<file path="config.mk">
export PLATFORM = sky130hd
export DESIGN_NAME = main_fsm
export DESIGN_NICKNAME = d
export VERILOG_FILES = /design/src/rtl/main_fsm_pkg.sv /design/src/rtl/main_fsm_alu_decoder.sv /design/src/rtl/main_fsm.sv
export SDC_FILE = /design/constraint.sdc
export NUM_CORES = 1
export LEC_CHECK = 0
export BUFFER_PORTS_ARGS = -buffer_cell sky130_fd_sc_hd__buf_2
export CORE_MARGIN = 10
export CORE_UTILIZATION = 43
export DETAILED_ROUTE_END_ITERATION = 7
export GPL_ROUTABILITY_DRIVEN = 0
export GPL_TIMING_DRIVEN = 0
export HOLD_SLACK_MARGIN = 0.05
export PLACE_DENSITY = 0.85
export SLEW_MARGIN = 20
export SYNTH_ARGS = -nofsm -noshare
export SYNTH_HDL_FRONTEND = slang
export SYNTH_SLANG_ARGS = --single-unit
</file>
<file path="constraint.sdc">
create_clock -name i_clk -period 1.59 [get_ports i_clk]
set_clock_uncertainty 0.15 [all_clocks]
set_input_delay 0.2385 -clock i_clk [delete_from_list [all_inputs] [get_ports i_clk]]
set_output_delay 0.2385 -clock i_clk [all_outputs]
set_load 0.01 [all_outputs]
</file>
<file path="src/rtl/main_fsm_pkg.sv">
// Shared RV32I-subset controller definitions: opcodes, FSM states, ALU operations and datapath selects.
`timescale 1ns/1ps
package pa_riscv;

    localparam logic [6:0] OPC_LW    = 7'b0000011;
    localparam logic [6:0] OPC_SW    = 7'b0100011;
    localparam logic [6:0] OPC_RTYPE = 7'b0110011;
    localparam logic [6:0] OPC_ITYPE = 7'b0010011;
    localparam logic [6:0] OPC_BEQ   = 7'b1100011;
    localparam logic [6:0] OPC_JAL   = 7'b1101111;

    typedef enum logic [3:0] {
        S_FETCH,
        S_DECODE,
        S_MEMADR,
        S_MEMREAD,
        S_MEMWB,
        S_MEMWRITE,
        S_EXECUTER,
        S_EXECUTEI,
        S_ALUWB,
        S_BEQ,
        S_JAL
    } state_e;

    typedef enum logic [3:0] {
        ALU_ADD = 4'd0,
        ALU_SUB = 4'd1,
        ALU_AND = 4'd2,
        ALU_OR  = 4'd3,
        ALU_SLT = 4'd4
    } alu_op_e;

    typedef enum logic [1:0] {
        RES_ALU_OUT_Q  = 2'd0,
        RES_DATA_Q     = 2'd1,
        RES_ALU_RESULT = 2'd2
    } result_sel_e;

    typedef enum logic [1:0] {
        A_PC     = 2'd0,
        A_OLD_PC = 2'd1,
        A_RD1    = 2'd2
    } a_sel_e;

    typedef enum logic [1:0] {
        B_RD2  = 2'd0,
        B_IMM  = 2'd1,
        B_FOUR = 2'd2
    } b_sel_e;

    typedef enum logic [1:0] {
        CLS_OTHER = 2'd0,
        CLS_RTYPE = 2'd1,
        CLS_ITYPE = 2'd2
    } op_class_e;

    function automatic op_class_e op_class(input logic [6:0] opcode);
        case (opcode)
            OPC_RTYPE: op_class = CLS_RTYPE;
            OPC_ITYPE: op_class = CLS_ITYPE;
            default:   op_class = CLS_OTHER;
        endcase
    endfunction

endpackage

</file>
<file path="src/rtl/main_fsm_alu_decoder.sv">
// Combinational ALU operation decode from instruction class and funct fields.
`timescale 1ns/1ps
module aluDecoder
    import pa_riscv::*;
(
    input  op_class_e  i_opClass,
    input  logic [2:0] i_funct3,
    input  logic       i_funct7bit5,
    output alu_op_e    o_aluLogicOperation
);

    always_comb begin
        o_aluLogicOperation = ALU_ADD;
        case (i_funct3)
            // Only R-type honours bit 30; for addi that bit belongs to the immediate.
            3'b000:  o_aluLogicOperation = (i_opClass == CLS_RTYPE && i_funct7bit5) ? ALU_SUB : ALU_ADD;
            3'b010:  o_aluLogicOperation = ALU_SLT;
            3'b110:  o_aluLogicOperation = ALU_OR;
            3'b111:  o_aluLogicOperation = ALU_AND;
            default: o_aluLogicOperation = ALU_ADD;
        endcase
    end

endmodule

</file>
<file path="src/rtl/main_fsm.sv">
// Multi-cycle Moore controller for the RV32I-subset core; drives every datapath enable and select.
`timescale 1ns/1ps
module main_fsm
    import pa_riscv::*;
(
    input  logic       i_clk,
    input  logic       i_srst,
    input  logic [6:0] i_operand,
    input  logic [2:0] i_funct3,
    input  logic       i_funct7bit5,
    input  logic       i_zeroFlag,
    output logic       o_pcWriteEn,
    output logic       o_instructionRegWrite,
    output logic       o_addressSrc,
    output logic       o_memWriteEn,
    output logic       o_regWriteEn,
    output logic [1:0] o_resultSel,
    output logic [1:0] o_aluInputASel,
    output logic [1:0] o_aluInputBSel,
    output logic [3:0] o_aluLogicOperation,
    output logic       o_illegalInstruction
);

    state_e      state_q, state_d;
    alu_op_e     dec_op;
    alu_op_e     alu_op;
    result_sel_e result_sel;
    a_sel_e      a_sel;
    b_sel_e      b_sel;

    aluDecoder u_alu_decoder (
        .i_opClass           (op_class(i_operand)),
        .i_funct3            (i_funct3),
        .i_funct7bit5        (i_funct7bit5),
        .o_aluLogicOperation (dec_op)
    );

    always_ff @(posedge i_clk) begin
        if (i_srst) state_q <= S_FETCH;
        else        state_q <= state_d;
    end

    always_comb begin
        state_d               = state_q;
        o_pcWriteEn           = 1'b0;
        o_instructionRegWrite = 1'b0;
        o_addressSrc          = 1'b0;
        o_memWriteEn          = 1'b0;
        o_regWriteEn          = 1'b0;
        o_illegalInstruction  = 1'b0;
        result_sel            = RES_ALU_RESULT;
        a_sel                 = A_PC;
        b_sel                 = B_FOUR;
        alu_op                = ALU_ADD;

        case (state_q)
            S_FETCH: begin
                o_instructionRegWrite = 1'b1;
                o_pcWriteEn           = 1'b1;
                state_d               = S_DECODE;
            end
            S_DECODE: begin
                // Branch target lands in the ALU output register for use by BEQ.
                a_sel = A_OLD_PC;
                b_sel = B_IMM;
                case (i_operand)
                    OPC_LW, OPC_SW: state_d = S_MEMADR;
                    OPC_RTYPE:      state_d = S_EXECUTER;
                    OPC_ITYPE:      state_d = S_EXECUTEI;
                    OPC_BEQ:        state_d = S_BEQ;
                    OPC_JAL:        state_d = S_JAL;
                    default: begin
                        state_d              = S_FETCH;
                        o_illegalInstruction = 1'b1;
                    end
                endcase
            end
            S_MEMADR: begin
                a_sel   = A_RD1;
                b_sel   = B_IMM;
                state_d = (i_operand == OPC_SW) ? S_MEMWRITE : S_MEMREAD;
            end
            S_MEMREAD: begin
                o_addressSrc = 1'b1;
                result_sel   = RES_ALU_OUT_Q;
                state_d      = S_MEMWB;
            end
            S_MEMWB: begin
                result_sel   = RES_DATA_Q;
                o_regWriteEn = 1'b1;
                state_d      = S_FETCH;
            end
            S_MEMWRITE: begin
                o_addressSrc = 1'b1;
                result_sel   = RES_ALU_OUT_Q;
                o_memWriteEn = 1'b1;
                state_d      = S_FETCH;
            end
            S_EXECUTER: begin
                a_sel   = A_RD1;
                b_sel   = B_RD2;
                alu_op  = dec_op;
                state_d = S_ALUWB;
            end
            S_EXECUTEI: begin
                a_sel   = A_RD1;
                b_sel   = B_IMM;
                alu_op  = dec_op;
                state_d = S_ALUWB;
            end
            S_ALUWB: begin
                result_sel   = RES_ALU_OUT_Q;
                o_regWriteEn = 1'b1;
                state_d      = S_FETCH;
            end
            S_BEQ: begin
                a_sel       = A_RD1;
                b_sel       = B_RD2;
                alu_op      = ALU_SUB;
                result_sel  = RES_ALU_OUT_Q;
                o_pcWriteEn = i_zeroFlag;
                state_d     = S_FETCH;
            end
            S_JAL: begin
                a_sel       = A_OLD_PC;
                b_sel       = B_FOUR;
                result_sel  = RES_ALU_OUT_Q;
                o_pcWriteEn = 1'b1;
                state_d     = S_ALUWB;
            end
            default: state_d = S_FETCH;
        endcase

        // Reset overrides the current state so an aborted instruction cannot write anything.
        if (i_srst) begin
            state_d               = S_FETCH;
            o_pcWriteEn           = 1'b0;
            o_instructionRegWrite = 1'b0;
            o_addressSrc          = 1'b0;
            o_memWriteEn          = 1'b0;
            o_regWriteEn          = 1'b0;
            o_illegalInstruction  = 1'b0;
            result_sel            = RES_ALU_RESULT;
            a_sel                 = A_PC;
            b_sel                 = B_FOUR;
            alu_op                = ALU_ADD;
        end
    end

    assign o_resultSel         = result_sel;
    assign o_aluInputASel      = a_sel;
    assign o_aluInputBSel      = b_sel;
    assign o_aluLogicOperation = alu_op;

endmodule

</file>
==> summary.md <==
| Metric | Value |
|---|---|
| FF-to-FF Start | state_q[2] |
| Vias per std cell | 6.27 |
| Slew Viols, Final | 0 |
| Static leakage | 0.528 nW |
| Routed via count | 940 |
| CP Data Required Time | 1200 ps |
| Total Routing Usage GR | between 15 and 20% |
| Antenna cells | 0 |
| Post-synth net total | 95 |
| Fin. Hold Viols | 0 |
| Critical Path Fanout Max | 3 |
| Hold crit path type | input pin to register |
| Largest register by flop count | state_q |
| R2R Setup Slk | -50 ps |
| Die Wd | 56.5 um |
| Clk buf depth | 2 |
| Final worst slack | -418 ps |
| Power Dens Cells | 355 mW/mm2 |
| Reg2Reg Capture Point | state_q[3] |
| Setup crit start | state_q[2] |
| Die ar. | around 0.0032 mm2 |
| Status | finished, violations left |
| First-pass GRT wire length | about 4600 um |
| Number of remaining DRC errors | 0 |
| Synthesized cell area | 573 um2 |
| IO buf count | 28 |
| First DRT Iteration DRCs | 40 |
| FFs w/ async S/R, synth | 0% |
| Sequential element share of the synthesized area | about 14% |
| Mapped Cells | 81 |
| Detailed Place HPWL | around 1400 um |
| Avg Inst Size Synth | around 7.1 um2 |
| Post-synth cell types | 38 |
| Final setup violation count | 17 |
| Power, Total | between 0.4 and 0.5 mW |
| Setup crit end | o_illegalInstruction |
| Largest net degree at the start of global routing | 11 |
| Reg2reg path depth | 6 |
| Post-synth EDFFs | 0 |
| Number of max-cap violations | 0 |
| Starting Density | about 45% |
| GRT overflow | 0 |
| Share of layout cells above drive strength 1 | 70.4% |
| Pre-Repair DR Iteration Count | 4 |
| Routed Antenna Nets | 0 |
| Most common cell after layout, fill and taps aside | buf_2 |
| Clock Latency Late Sink | 250 ps |
| Area delta synth->final | 101% |
| Rows | 13 |
| WL final | 3160 um |
| Routed len/inst | between 20 and 25 um |
| Setup crit end kind | output pin |
| Boundary pin count | 30 |
| Largest register FFs | 4 |
| #FFs+latches synth | 4 |
| Initial antenna violation count | 0 |
| Arrival time worst endpoint | 1620 ps |
| Startpoint types | register |
| Vias in the first global route | 959 |
| CTS Root Cell | clkbuf_4 |
| Failing checks | setup timing |
| FILL cells | 64 |
| Worst-Margin Slew | 573 ps |
| Predominant post-synthesis flop cell | dfxtp_1 |
| Ys Warns | 0 |
| Final Cycle Share | 126% |
| H-Tree Depth | 1 |
| Final min period | around 2000 ps |
| Worst Setup Path Type | register to output pin |
| Nets | between 150 and 200 |
| CTS tree | done |
| Largest registers | state_q x4 |
| RSZ-0062 raised after global routing | yes |
| Clock sinks | 4 |
| Setup TNS | -3860 ps |
| Core ar. | around 0.0013 mm2 |
| TritonCTS buffer count | 3 |
| Max Fclk | roughly 500 MHz |
| Rel. slew slack | between 60% and 70% |
| Die H | between 50 and 60 um |
| Clock transition at path regs | approximately 40 ps |
| Commonest non-fill, non-tap cells in the layout | 27 x buf_2, 17 x buf_6, 12 x buf_4, 5 x nor3_1, 5 x a21oi_1 |
| Worst vdd ir | 346 uV |
==> report_power, final <==
group | switching, mW | internal (mW) | leakage, nW
clock | 0.0550 | 0.0853 | 0.0138
sequential | 0.00975 | 0.103 | 0.0346
combinational | 0.0800 | 0.0768 | 0.479
==> timing repair <==
action	CTS	global route
hold buffers	0	0
setup endpoints to repair	14	16
pin swaps	9	5
setup buffers	18	4
cloned	2	0
gates resized for setup	43	19
==> worst min path at each step <==
stage / startpoint / endpoint / slack (ps) / depth (start not counted)
floorplan: i_operand[4] / state_q[2] / 240 / 2
global placement: i_operand[4] / state_q[2] / 410 / 3
detailed placement: i_operand[4] / state_q[2] / 430 / 3
CTS: i_operand[4] / state_q[2] / 150 / 3
global route: i_operand[4] / state_q[2] / 180 / 3
finish: i_operand[4] / state_q[2] / 160 / 3
==> synthesized netlist by cell type, types with 2 or more instances <==
master / instances / share of area [%]
xnor2_1: 3 / 4.6
inv_1: 3 / 2.0
nor3b_2: 3 / 6.6
nor4_1: 2 / 2.2
a31oi_1: 2 / 2.2
nor3_1: 7 / 6.1
buf_2: 4 / 3.5
nand3_1: 3 / 2.6
dfxtp_1: 4 / 14
a21oi_1: 6 / 5.2
nand2b_1: 2 / 2.2
nor2b_1: 3 / 3.3
mux2i_1: 2 / 3.5
nand2_1: 6 / 3.9
nor2_1: 8 / 5.2
==> per-stage QoR <==
stage,area [um2],cells,utilization [%],setup WS (ps),hold slack [ps]
final,1150,150,89.8,-418,165
after global routing,1150,150,89.8,-432,184
after CTS,1060,147,82.7,-309,155
after detailed placement,744,124,57.9,-205,425
after global placement,744,124,57.9,-187,411
after floorplan,586,81,-,0.639,244
==> worst max-delay path, cell delays in order, from the launching register on <==
cell     delay, ps
dfxtp_2        330
or3_4          400
nor3b_4        250
nor3b_4        230
buf_2          160
==> logic make-up (layout without fill, tap and decap cells) <==
logic type      count (synthesis)  after routing  share of synthesized area (%)
other cells                     1              1                          0.654
simple gates                   46             46                           51.1
flops                           4              4                           14.0
xor+xnor                        3              3                           4.59
buf+inv                        10             64                           8.08
compound gates                 15             15                           18.1
mux                             2              2                           3.49
==> metal layers <==
layer	global-route usage [%]	share of wire [%]	vias to the layer above
met5	0	0	-
met4	6.53	5.4	0
met3	6.52	8.5	23
met2	30.4	49	78
met1	17.0	37	435
li1	-	-	404
==> cell type report <==
type                       count  area (um2)  share of cell area (%)
buffer                         7        71.3                    6.18
timing repair buffer          51         364                    31.6
multi-input combinational     67         578                    50.1
tap                           15        18.8                    1.63
clock buffer                   3        22.5                    1.95
sequential                     4        87.6                    7.59
inverter                       3        11.3                   0.976
Power figures use the tool's default switching activity.
